===== src/rtl/mem_port_arbiter.sv =====
// ---------------------------------------------------------------------------
// mem_port_arbiter
//
// Shares one memory port between instruction fetch (IF) and data load/store
// (D). D has priority. IF wins the next arbitration once it has lost
// STARVE_MAX arbitrations in a row. Each transaction takes the sequence
// IDLE (grant) -> ACCESS (memory busy, waits on mem_ready) -> RESP (rvalid).
//
// Ports:
//   clk, reset                 rising-edge clock, async active-high reset
//   if_req/if_addr/if_gnt      fetch request, address and grant pulse
//   if_rvalid/if_rdata         fetch response pulse and instruction word
//   d_req/d_we/d_addr/d_wdata  data request (store when d_we=1)
//   d_gnt                      data grant pulse
//   d_rvalid/d_rdata/d_err     data response; d_err marks a misaligned access
//   mem_en/mem_we/mem_addr/mem_wdata   memory request, driven only in ACCESS
//   mem_rdata/mem_ready        memory read data and access-complete strobe
// ---------------------------------------------------------------------------
module mem_port_arbiter #(
    parameter int ADDR_W     = 32,
    parameter int DATA_W     = 32,
    parameter int STARVE_MAX = 4
) (
    input  logic              clk,
    input  logic              reset,
    input  logic              if_req,
    input  logic [ADDR_W-1:0] if_addr,
    output logic              if_gnt,
    output logic              if_rvalid,
    output logic [DATA_W-1:0] if_rdata,
    input  logic              d_req,
    input  logic              d_we,
    input  logic [ADDR_W-1:0] d_addr,
    input  logic [DATA_W-1:0] d_wdata,
    output logic              d_gnt,
    output logic              d_rvalid,
    output logic [DATA_W-1:0] d_rdata,
    output logic              d_err,
    output logic              mem_en,
    output logic              mem_we,
    output logic [ADDR_W-1:0] mem_addr,
    output logic [DATA_W-1:0] mem_wdata,
    input  logic [DATA_W-1:0] mem_rdata,
    input  logic              mem_ready
);

    typedef enum logic [1:0] {
        IDLE   = 2'd0,
        ACCESS = 2'd1,
        RESP   = 2'd2
    } state_t;

    localparam logic OWN_IF = 1'b0;
    localparam logic OWN_D  = 1'b1;
    localparam logic [3:0] STARVE_LIM = 4'(STARVE_MAX);

    state_t            state_q, state_d;
    logic [3:0]        starve_cnt_q, starve_cnt_d;
    logic              owner_q, owner_d;
    logic [ADDR_W-1:0] addr_q, addr_d;
    logic              we_q, we_d;
    logic [DATA_W-1:0] wdata_q, wdata_d;
    logic              err_q, err_d;
    logic [DATA_W-1:0] if_rdata_q, if_rdata_d;
    logic [DATA_W-1:0] d_rdata_q, d_rdata_d;

    logic grant_if, grant_d, d_misaligned;
    logic if_gnt_c, d_gnt_c;

    // Fetch addresses are word aligned by construction; low bits are dropped.
    logic unused_if_addr_lsb;
    assign unused_if_addr_lsb = &{1'b0, if_addr[1:0]};

    assign grant_if     = if_req && (!d_req || (starve_cnt_q >= STARVE_LIM));
    assign grant_d      = d_req && !grant_if;
    assign d_misaligned = (d_addr[1:0] != 2'b00);

    always_comb begin
        state_d      = state_q;
        starve_cnt_d = starve_cnt_q;
        owner_d      = owner_q;
        addr_d       = addr_q;
        we_d         = we_q;
        wdata_d      = wdata_q;
        err_d        = err_q;
        if_rdata_d   = if_rdata_q;
        d_rdata_d    = d_rdata_q;
        if_gnt_c     = 1'b0;
        d_gnt_c      = 1'b0;

        case (state_q)
            IDLE: begin
                if (grant_if) begin
                    if_gnt_c     = 1'b1;
                    owner_d      = OWN_IF;
                    addr_d       = {if_addr[ADDR_W-1:2], 2'b00};
                    we_d         = 1'b0;
                    wdata_d      = '0;
                    err_d        = 1'b0;
                    starve_cnt_d = 4'd0;
                    state_d      = ACCESS;
                end else if (grant_d) begin
                    d_gnt_c = 1'b1;
                    owner_d = OWN_D;
                    addr_d  = d_addr;
                    we_d    = d_we;
                    wdata_d = d_wdata;
                    err_d   = d_misaligned;
                    // IF lost this round only if it was actually asking.
                    if (if_req)
                        starve_cnt_d = (starve_cnt_q == 4'hF) ? 4'hF : starve_cnt_q + 4'd1;
                    else
                        starve_cnt_d = 4'd0;
                    // Misaligned accesses never touch memory; answer at once.
                    if (d_misaligned) begin
                        d_rdata_d = '0;
                        state_d   = RESP;
                    end else begin
                        state_d   = ACCESS;
                    end
                end else begin
                    starve_cnt_d = 4'd0;
                end
            end
            ACCESS: begin
                if (mem_ready) begin
                    if (owner_q == OWN_IF)
                        if_rdata_d = mem_rdata;
                    else
                        d_rdata_d = we_q ? '0 : mem_rdata;
                    state_d = RESP;
                end
            end
            RESP: begin
                state_d = IDLE;
            end
            default: begin
                state_d = IDLE;
            end
        endcase
    end

    always_ff @(posedge clk or posedge reset) begin
        if (reset) begin
            state_q      <= IDLE;
            starve_cnt_q <= 4'd0;
            owner_q      <= OWN_IF;
            addr_q       <= '0;
            we_q         <= 1'b0;
            wdata_q      <= '0;
            err_q        <= 1'b0;
            if_rdata_q   <= '0;
            d_rdata_q    <= '0;
        end else begin
            state_q      <= state_d;
            starve_cnt_q <= starve_cnt_d;
            owner_q      <= owner_d;
            addr_q       <= addr_d;
            we_q         <= we_d;
            wdata_q      <= wdata_d;
            err_q        <= err_d;
            if_rdata_q   <= if_rdata_d;
            d_rdata_q    <= d_rdata_d;
        end
    end

    // Grants are issued in the arbitration cycle itself; mask them while
    // reset is held so every output is quiet during reset.
    assign if_gnt = if_gnt_c && !reset;
    assign d_gnt  = d_gnt_c && !reset;

    assign mem_en    = (state_q == ACCESS);
    assign mem_we    = (state_q == ACCESS) && we_q;
    assign mem_addr  = (state_q == ACCESS) ? addr_q  : '0;
    assign mem_wdata = (state_q == ACCESS) ? wdata_q : '0;

    assign if_rvalid = (state_q == RESP) && (owner_q == OWN_IF);
    assign d_rvalid  = (state_q == RESP) && (owner_q == OWN_D);
    assign d_err     = (state_q == RESP) && (owner_q == OWN_D) && err_q;
    assign if_rdata  = if_rdata_q;
    assign d_rdata   = d_rdata_q;

endmodule


===== config.mk =====
export PLATFORM = sky130hd
export DESIGN_NAME = mem_port_arbiter
export DESIGN_NICKNAME = d
export VERILOG_FILES = /design/src/rtl/mem_port_arbiter.sv
export SDC_FILE = /design/constraint.sdc
export NUM_CORES = 1
export LEC_CHECK = 0
export CAP_MARGIN = 20
export CELL_PAD_IN_SITES_DETAIL_PLACEMENT = 0
export CELL_PAD_IN_SITES_GLOBAL_PLACEMENT = 1
export CORE_MARGIN = 10
export CORE_UTILIZATION = 34
export CTS_BUF_LIST = sky130_fd_sc_hd__clkbuf_16
export DETAILED_ROUTE_END_ITERATION = 12
export GPL_ROUTABILITY_DRIVEN = 0
export PLACE_DENSITY = 0.95
export SYNTH_ARGS = -nofsm -noshare
export SYNTH_HDL_FRONTEND = slang
export SYNTH_SLANG_ARGS = --single-unit

===== constraint.sdc =====
create_clock -name clk -period 17.68 [get_ports clk]
set_clock_uncertainty 0.15 [all_clocks]
set_input_delay 4.42 -clock clk [delete_from_list [all_inputs] [get_ports clk]]
set_output_delay 4.42 -clock clk [all_outputs]
set_load 0.005 [all_outputs]

# == Word level (Yosys, flattened, before mapping) ==
# Cells that the tools add are included.
# classes
order_cmp,1
n_addsub,1
eq_ne,9
mux,33
bitwise_logic,1
reduce_logical,20
# op_table
op,count
2-to-1 mux 32 bit,12
one-hot mux 32 bit (2 select lines),1
2-to-1 mux 4 bit,4
2-to-1 mux 1 bit,11
logical AND 1 bit,8
2-to-1 mux 2 bit,4
inequality test 2 bit (second input constant),3
AND reduction 6 bit,1
nonzero test 2 bit,3
adder 4 x 1 -> 4 bit (second input constant),1
== test 4 bit (second input constant),1
greater-or-equal comparator 4 x 3 -> 1 bit (second input constant),1
inequality test 2 x 1 -> 1 bit (second input constant),2
one-hot mux 2 bit (2 select lines),1
AND reduction 2 bit,2
logical NOT 1 bit,3
inequality test 3 bit (second input constant),1
AND reduction 3 bit,1
== test 2 x 1 -> 1 bit (second input constant),1
== test 2 bit (second input constant),1
logical NOT 2 bit,1
logical OR 1 bit,1
NOT 1 bit,1
# word_totals
out_inout_bits,135
input_bits,134
word_cells,74
reg_bits,137

# == Logic depth before layout (Yosys ltp) ==
# Gate-level depths: netlist of run 1.
# depth
ltp_word,9
ltp_mapped,7
depth_no_buf,4

# == Worst setup path after synthesis of run 1 ==
# No wires, ideal clock.
# synth_path
path_kind,input-to-output
startpoint,input reset
endpoint,output if_gnt
required_ns,13.110
arrival_time_ns,7.748
path_stages,2
path_buffers,0
path_slack_ns,5.362
cell_sequence,inv_1 > and3_1
# synth_between
elab_chain_len,2
# synth_lines
element,line_no,text
"start, declared",25,"input logic reset,"
logical NOT 1 bit,169,assign if_gnt = if_gnt_c && !reset;
logical AND 1 bit,169,
"end, declared",28,"output logic if_gnt,"
# Every way passes these cells.

# == Worst setup path after layout of run 1 ==
# layout_path
startpoint,input d_req
endpoint,output if_gnt
# layout_between
elab_chain_len,6
# layout_lines
element,line_no,text
"start, declared",31,"input logic d_req,"
logical NOT 1 bit,74,assign grant_if = if_req && (!d_req || (starve_cnt_q >= STARVE_LIM));
logical OR 1 bit,74,
logical AND 1 bit,74,
2-to-1 mux 1 bit,93,if (grant_if) begin
2-to-1 mux 1 bit,91,case (state_q)
logical AND 1 bit,169,
# Every way passes these cells.

==> results.yml, run 1 <==
outcome:
  status: "completed"
clock_tree:
  ctsHoldBuffers: 0
  path_clk_slew_ns: 0.07
  cts_buffers: 17
  clock_path_buffers: 2
  cts-resized-gates: 0
  cts_tree: "done"
  cts_sinks: 137
  cts-root-buf: "clkbuf_16"
  clk_latency_ns: 0.41
  postCtsSetupRepairBufs: 0
  h-tree-depth: 4
global_routing:
  gr-total-overflow: 0
  track_usage_pct: 16.6
  grt_start_max_net_pins: 77
  grt_pass1_vias: 5673
  antenna_found_initial: 0
  grt_pass1_wl_um: 32100
pwr:
  pwr-share-comb_pct: 38.4
  ir_drop_v: 0.0000723
  switching_power_uw: 437
  clock_power_share_pct: 25.1
  p_sw_share_pct: 31.9
  internal_power_uw: 933
  seq_power_share_pct: 36.5
  leakagePower_nw: 4.11
  power_density_nw_per_um2: 143
die:
  boundaryPins: 269
  die_x_um: 155
  fp-row-count: 49
  dieHeight_um: 155
  die_area_um2: 24000
  start_util_pct: 34.6
  fp.coreArea_um2: 17900
setup_path:
  cp.arrival_ns: 6.83
  cp_cell_sequence: "clkdlybuf4s50_1 > or3b_1 > buf_16 > and2_1 > buf_4 > and3_1 > clkdlybuf4s50_1"
  crit_path_start_kind: "input port"
  path_delay_family: "buffers and inverters"
  worst_path_max_delay_cell: "or3b_1"
  path_buf_inv: 4
  path_common_cell: "clkdlybuf4s50_1"
  slowest_delay_ns: 0.59
  crit_path_end_kind: "primary output"
  cp_max_fo: 31
  worstSetupPathType: "in -> out"
  worst_ep_required_time_ns: 13.11
yosys:
  synthCells: 580
  ys_seq_area_share_pct: 55.4
  syn-num-nets: 715
  synth.largest_area_cell: "dfrtp_1"
  ys_warn_count: 0
  synth_area_per_cell_um2: 10.7
  ys_types: 34
  syn_area_um2: 6190
  synth.area.top_cells: "dfrtp_1, mux2_2, a22o_1"
  yosysTopAreaCellShare_pct: 55.4
  ys_seq_elements: 137
flow_run:
  maxCapViolations: 0
detailed_routing:
  drc_errors: 0
  wl_per_cell_um: 19.2
  ant_nets: 0
  avgViaCountPerCell: 5.08
  first_pass_iters: 4
  dr.first_iter.drc_count: 266
  drt-total-wl_um: 20500
  num_vias: 5412
timing:
  setup_viol: 0
  slew_viol_final: 0
  hold_viol_final: 0
  tightest_slew_ns: 0.849
  rsz0062_at_grt: "no"
  fin_crit_sh_pct: 64.5
  fin_tns_setup_ns: 0
  period_minus_slack_ns: 11.40
  max_slew_margin_pct: 43.4
  clock.fmax_mhz: 87.7
cells_and_area:
  area_growth_pct: 55.3
  final_area_um2: 9610
  seq_area_um2: 3430
  fillers: 1621
  multi_input_area_um2: 2270
  drive_gt1_share_pct: 9.81
  num-nets-final: 958
worst_hold_path:
  hp-class: "reg -> reg"
placed_design:
  dp_hpwl_um: 14300
  portBuffers: 266
  placed_area_um2: 8980
## routing by layer
layer  part of all wire (%)  vias up  track usage (%)
met2                     48      206             26.7
met1                     42     2642             19.9
met5                      0        -                0
met3                    9.3       18             7.06
met4                    1.2        0             4.63
li1                       -     2546                -
## through the flow
stage	hold WS, ns	worst slack [ns]	utilization [%]	total power, mW	std cells
detailed placement	0.313	6.00	50.2	1.03	1031
global route	0.360	6.20	53.7	1.46	1065
finish	0.327	6.28	53.7	1.37	1066
CTS	0.328	5.98	53.4	1.38	1063
floorplan	0.291	5.36	-	0.753	580
global placement	0.301	5.95	50.2	1.02	1031
## cell type report
| type | instances | area share [%] |
|---|---|---|
| inverter | 65 | 2.59 |
| timing repair buffer | 280 | 29.2 |
| clock inverter | 15 | 1.48 |
| multi-input combinational | 322 | 23.6 |
| tap | 229 | 2.98 |
| clock buffer | 17 | 4.43 |
| antenna | 1 | 0.0260 |
| sequential | 137 | 35.7 |
## cell families (layout without fill, tap and decap cells)
| logic type | after synthesis | in the layout | share of synthesized area (%) |
|---|---|---|---|
| buf+inv | 121 | 377 | 8.19 |
| fa+ha+maj | 1 | 1 | 0.202 |
| flops | 137 | 137 | 55.4 |
| compound gates | 105 | 105 | 14.7 |
| simple gates | 184 | 184 | 15.7 |
| other cells | 0 | 1 | 0 |
| mux | 32 | 32 | 5.83 |
## layout by cell type, fill, tap and decap left out, types with 2 or more instances in the layout
cell	n
a21o_1	2
a22o_1	35
a32o_1	2
and2_1	39
buf_16	2
buf_4	12
clkbuf_16	17
clkdlybuf4s50_1	266
clkinv_4	2
clkinvlp_4	6
dfrtp_1	137
inv_1	64
inv_6	5
mux2_2	32
nand2_1	36
nand2b_1	3
nand3_1	31
nand4_1	30
nor2_1	31
o221ai_1	30
o32ai_1	32
or2_1	2
## Yosys cell counts, drive strengths merged
master and number:
a21o 2, a21oi 1, a22o 35, a32o 2, and2 39, and3 1, and3b 1, buf 16
clkbuf 40, dfrtp 137, ha 1, inv 65, mux2 32, nand2 36, nand2b 3, nand3 31
nand3b 1, nand4 30, nand4b 1, nor2 33, nor3 1, nor3b 1, nor4 2, o21a 1
o21ai 1, o221ai 30, o22ai 1, o32ai 32, or2 2, or3b 1, or4 1
## registers in the layout (all words and copies together) (netlist names)
register and cells:
addr_q 32, d_rdata 32, err_q 1, if_rdata 32, owner_q 1, starve_cnt_q 4
state_q 2, wdata_q 32, we_q 1
## worst paths after layout
path	from	to	slack (ns)	cells after the start
min reg2reg	err_q$_DFFE_PP0P_	err_q$_DFFE_PP0P_	0.33	1
max in group asynchronous	reset	owner_q$_DFFE_PP0P_	11.65	3
max	d_req	if_gnt	6.28	7
min	err_q$_DFFE_PP0P_	err_q$_DFFE_PP0P_	0.33	1
max reg2reg	state_q[0]$_DFFE_PP0P_	addr_q[20]$_DFFE_PP0P_	15.40	5
min in group asynchronous	reset	addr_q[14]$_DFFE_PP0P_	4.41	2
## power by group through the flow
stage	clock network (mW)	logic [mW]	registers, mW
5_1_grt	0.368	0.576	0.516
3_5_place_dp	0	0.527	0.505
6_report	0.343	0.527	0.500
2_1_floorplan	0	0.254	0.499
4_1_cts	0.354	0.530	0.501
3_3_place_gp	0	0.518	0.498
Power figures use the tool's default switching activity.
==> run 2, diff against run 1 <==
--- a/config.mk
+++ b/config.mk
@@ -9,11 +9,11 @@
 export CELL_PAD_IN_SITES_DETAIL_PLACEMENT = 0
 export CELL_PAD_IN_SITES_GLOBAL_PLACEMENT = 1
 export CORE_MARGIN = 10
-export CORE_UTILIZATION = 34
+export CORE_UTILIZATION = 28
 export CTS_BUF_LIST = sky130_fd_sc_hd__clkbuf_16
 export DETAILED_ROUTE_END_ITERATION = 12
 export GPL_ROUTABILITY_DRIVEN = 0
-export PLACE_DENSITY = 0.95
+export PLACE_DENSITY = 0.88
 export SYNTH_ARGS = -nofsm -noshare
 export SYNTH_HDL_FRONTEND = slang
 export SYNTH_SLANG_ARGS = --single-unit
==> constraint.sdc (replaced) <==
create_clock -name clk -period 9.95 [get_ports clk]
set_clock_uncertainty 0.15 [all_clocks]
set_input_delay 2.4875 -clock clk [delete_from_list [all_inputs] [get_ports clk]]
set_output_delay 2.4875 -clock clk [all_outputs]
set_load 0.005 [all_outputs]
==> results.yml, run 2 (synthesis results as in run 1) <==
outcome:
  status: "completed"
pwr:
  switching_power_uw: 797
  internal_power_mw: 1.66
  ir_drop_v: 0.0000951
  clock_power_share_pct: 25.8
  seq_power_share_pct: 36.1
  pwr-share-comb_pct: 38.0
  leakagePower_nw: 4.12
  p_sw_share_pct: 32.5
  power_density_nw_per_um2: 254
detailed_routing:
  num_vias: 5482
  first_pass_iters: 8
  drt-total-wl_um: 21400
  dr.first_iter.drc_count: 393
  drc_errors: 0
  ant_nets: 0
  wl_per_cell_um: 19.2
  avgViaCountPerCell: 4.91
setup_path:
  path_common_cell: "clkdlybuf4s50_1"
  crit_path_end_kind: "primary output"
  crit_path_start_kind: "input port"
  slowest_delay_ns: 0.58
  worstSetupPathType: "in -> out"
  worst_path_max_delay_cell: "or3b_1"
  path_delay_family: "buffers and inverters"
  cp_max_fo: 31
  path_buf_inv: 3
  worst_ep_required_time_ns: 7.31
  cp_cell_sequence: "clkdlybuf4s50_1 > or3b_1 > and2_1 > buf_4 > and3_1 > clkdlybuf4s50_1"
  cp.arrival_ns: 4.73
cells_and_area:
  area_growth_pct: 56.3
  stdcell_count: 1116
  seq_area_um2: 3430
  fillers: 2069
  multi_input_area_um2: 2270
  num-nets-final: 957
  final_common_cell: "clkdlybuf4s50_1"
  post-route-util_pct: 44.4
  drive_gt1_share_pct: 9.82
  mostFrequentLayoutCells: "clkdlybuf4s50_1, dfrtp_1, inv_1"
global_routing:
  grt_start_max_net_pins: 80
  grt_pass1_wl_um: 33300
  gr-total-overflow: 0
  antenna_found_initial: 0
  track_usage_pct: 14.5
  grt_pass1_vias: 5655
die:
  dieHeight_um: 169
  fp.coreArea_um2: 21800
  start_util_pct: 28.4
  die_x_um: 169
  fp-row-count: 54
  boundaryPins: 269
  die_area_um2: 28400
clock_tree:
  cts-root-buf: "clkbuf_16"
  cts_buffers: 17
  h-tree-depth: 4
  clk_latency_ns: 0.41
  cts_sinks: 137
  path_clk_slew_ns: 0.06
  cts-resized-gates: 0
  postCtsSetupRepairBufs: 0
  cts_tree: "done"
  ctsHoldBuffers: 0
  clock_path_buffers: 2
placed_design:
  dp.cells: 1083
  portBuffers: 266
  dp_slack_ns: 2.59
  dp_hpwl_um: 14800
timing:
  hold_viol_final: 0
  fin_hold_ws_ns: 0.320
  worst_slack_ns: 2.59
  period_minus_slack_ns: 7.36
  fin_crit_sh_pct: 74.0
  fin_tns_setup_ns: 0
  max_slew_margin_pct: 34.3
  rsz0062_at_grt: "no"
  tightest_slew_ns: 0.984
  setup_viol: 0
  slew_viol_final: 0
  clock.fmax_mhz: 136
worst_hold_path:
  hp-class: "reg -> reg"
flow_run:
  maxCapViolations: 0
[run 2: cell type report]
cell class | count | share of cell area (%)
Sequential cell | 137 | 35.5
Timing Repair Buffer | 279 | 28.8
Multi-Input combinational cell | 322 | 23.5
Clock buffer | 17 | 4.40
Tap cell | 280 | 3.62
Inverter | 65 | 2.58
Clock inverter | 15 | 1.59
Antenna cell | 1 | 0.0259
[run 2: worst paths after layout]
kind | slack (ns) | cells past startpoint | from | endpoint
max in group asynchronous | 5.89 | 3 | reset | d_rdata[17]$_DFFE_PP0P_
hold / removal | 0.32 | 1 | err_q$_DFFE_PP0P_ | err_q$_DFFE_PP0P_
min in group asynchronous | 2.47 | 2 | reset | addr_q[12]$_DFFE_PP0P_
setup reg to reg | 7.49 | 5 | state_q[0]$_DFFE_PP0P_ | addr_q[3]$_DFFE_PP0P_
hold reg to reg | 0.32 | 1 | err_q$_DFFE_PP0P_ | err_q$_DFFE_PP0P_
setup / recovery | 2.59 | 6 | d_req | if_gnt
[run 2: through the flow]
step                      power (mW)  cell area [um^2]
after detailed placement        1.85              9090
after floorplan                 1.34              6190
after global placement          1.82              9040
after CTS                       2.49              9670
after global routing            2.62              9670
final                           2.46              9670
[run 2: metal layers]
metal | vias up | GRT usage, % | part of all wire (%)
met5 | - | 0 | 0
met4 | 0 | 3.63 | 1.3
met3 | 25 | 6.28 | 9.8
met2 | 244 | 22.4 | 46
met1 | 2669 | 18.3 | 43
li1 | 2544 | - | -
[run 2: power groups by stage]
stage / registers, mW / logic, mW / clock network (mW)
after floorplan: 0.886 / 0.452 / 0
after global placement: 0.891 / 0.927 / 0
after detailed placement: 0.901 / 0.947 / 0
after CTS: 0.891 / 0.952 / 0.650
after global routing: 0.919 / 1.02 / 0.680
final: 0.888 / 0.934 / 0.635
==> run 3, diff against run 2 <==
==> constraint.sdc (replaced) <==
create_clock -name clk -period 6.6 [get_ports clk]
set_clock_uncertainty 0.15 [all_clocks]
set_input_delay 1.65 -clock clk [delete_from_list [all_inputs] [get_ports clk]]
set_output_delay 1.65 -clock clk [all_outputs]
set_load 0.005 [all_outputs]
==> results.yml, run 3 (synthesis results as in run 1) <==
cells_and_area:
  diodes: 0
  mostFrequentLayoutCells: "clkdlybuf4s50_1, dfrtp_1, inv_1"
  fillers: 2038
  final_common_cell: "clkdlybuf4s50_1"
  drive_gt1_share_pct: 9.92
  multi_input_area_um2: 2270
  seq_area_um2: 3430
  area_growth_pct: 56.6
  num-nets-final: 959
global_routing:
  grt_pass1_vias: 5512
  grt_start_max_net_pins: 66
  grt_pass1_wl_um: 32600
  track_usage_pct: 14.3
  antenna_found_initial: 0
  gr-total-overflow: 0
timing:
  setup_viol: 0
  max_slew_margin_pct: 38.3
  fin_crit_sh_pct: 78.9
  worst_slack_ns: 1.39
  hold_viol_final: 0
  fin_hold_ws_ns: 0.317
  clock.fmax_mhz: 192
  period_minus_slack_ns: 5.21
  fin_tns_setup_ns: 0
  rsz0062_at_grt: "no"
  slew_viol_final: 0
  tightest_slew_ns: 0.924
clock_tree:
  ctsHoldBuffers: 0
  cts_buffers: 17
  postCtsSetupRepairBufs: 0
  cts_sinks: 137
  path_clk_slew_ns: 0.06
  cts-root-buf: "clkbuf_16"
  clk_latency_ns: 0.41
  h-tree-depth: 4
  cts-resized-gates: 0
  clock_path_buffers: 2
  cts_tree: "done"
detailed_routing:
  avgViaCountPerCell: 4.85
  num_vias: 5421
  drt-total-wl_um: 21100
  drc_errors: 0
  wl_per_cell_um: 18.9
  dr.first_iter.drc_count: 313
  first_pass_iters: 7
  ant_nets: 0
setup_path:
  crit_path_end_kind: "primary output"
  crit_path_start_kind: "input port"
  path_delay_family: "buffers and inverters"
  slowest_delay_ns: 0.53
  worst_path_max_delay_cell: "clkdlybuf4s50_1"
  worst_ep_required_time_ns: 4.80
  path_common_cell: "clkdlybuf4s50_1"
  cp_max_fo: 20
  worstSetupPathType: "in -> out"
  path_buf_inv: 3
  cp_cell_sequence: "clkdlybuf4s50_1 > clkinvlp_4 > and3_1 > clkdlybuf4s50_1"
  cp.arrival_ns: 3.41
die:
  die_x_um: 169
  fp-row-count: 54
  boundaryPins: 269
  fp.coreArea_um2: 21800
  die_area_um2: 28400
  start_util_pct: 28.4
  dieHeight_um: 169
worst_hold_path:
  hp-class: "reg -> reg"
pwr:
  power_density_nw_per_um2: 383
  ir_drop_v: 0.000143
  leakagePower_nw: 4.13
placed_design:
  dp_slack_ns: 1.35
  dp_hpwl_um: 14700
  portBuffers: 266
flow_run:
  maxCapViolations: 0
outcome:
  status: "completed"
==> run 3: changes by cell type in the layout (fill, tap and decap cells not counted), sizes merged <==
cell | previous run | this run
inv | 74 | 70
clkinvlp | 2 | 5
buf | 13 | 15
bufinv | 1 | 2
diode | 1 | 0
==> run 3: through the flow <==
stage / instances / power [mW] / area [um^2] / util [%]
finish: 1117 / 3.71 / 9690 / 44.5
detailed placement: 1084 / 2.78 / 9070 / 41.7
CTS: 1116 / 3.76 / 9660 / 44.4
global route: 1117 / 3.96 / 9690 / 44.5
global placement: 1084 / 2.74 / 9070 / 41.7
floorplan: 580 / 2.02 / 6190 / -
==> run 3: path summary, 6_finish.rpt <==
check / startpoint / to / slack (ns) / cells past startpoint
max: reset / if_gnt / 1.39 / 4
min: err_q$_DFFE_PP0P_ / err_q$_DFFE_PP0P_ / 0.32 / 1
max reg2reg: state_q[0]$_DFFE_PP0P_ / addr_q[28]$_DFFE_PP0P_ / 4.06 / 5
min reg2reg: err_q$_DFFE_PP0P_ / err_q$_DFFE_PP0P_ / 0.32 / 1
max in group asynchronous: reset / addr_q[1]$_DFFE_PP0P_ / 2.88 / 4
min in group asynchronous: reset / wdata_q[25]$_DFFE_PP0P_ / 1.49 / 2
==> run 3: per-layer routing <==
metal | vias up | wire [um] | track usage [%]
met2 | 227 | 9780 | 22.6
met3 | 14 | 1820 | 5.65
met5 | - | 0 | 0
met4 | 0 | 262 | 4.01
li1 | 2555 | - | -
met1 | 2625 | 9210 | 17.9
==> run 3: area by class of cell <==
class / count / area share (%)
clock inverters: 15 / 1.74
multi-input cells: 322 / 23.5
inverters: 65 / 2.56
flip-flops and latches: 137 / 35.4
repair buffers: 281 / 28.9
clock buffers: 17 / 4.39
well taps: 280 / 3.62
==> run 3: power by group <==
group	internal, mW	leakage [nW]	switching, mW
Sequential	1.18	1.74	0.156
Clock	0.566	0.282	0.405
Combinational	0.786	2.10	0.618
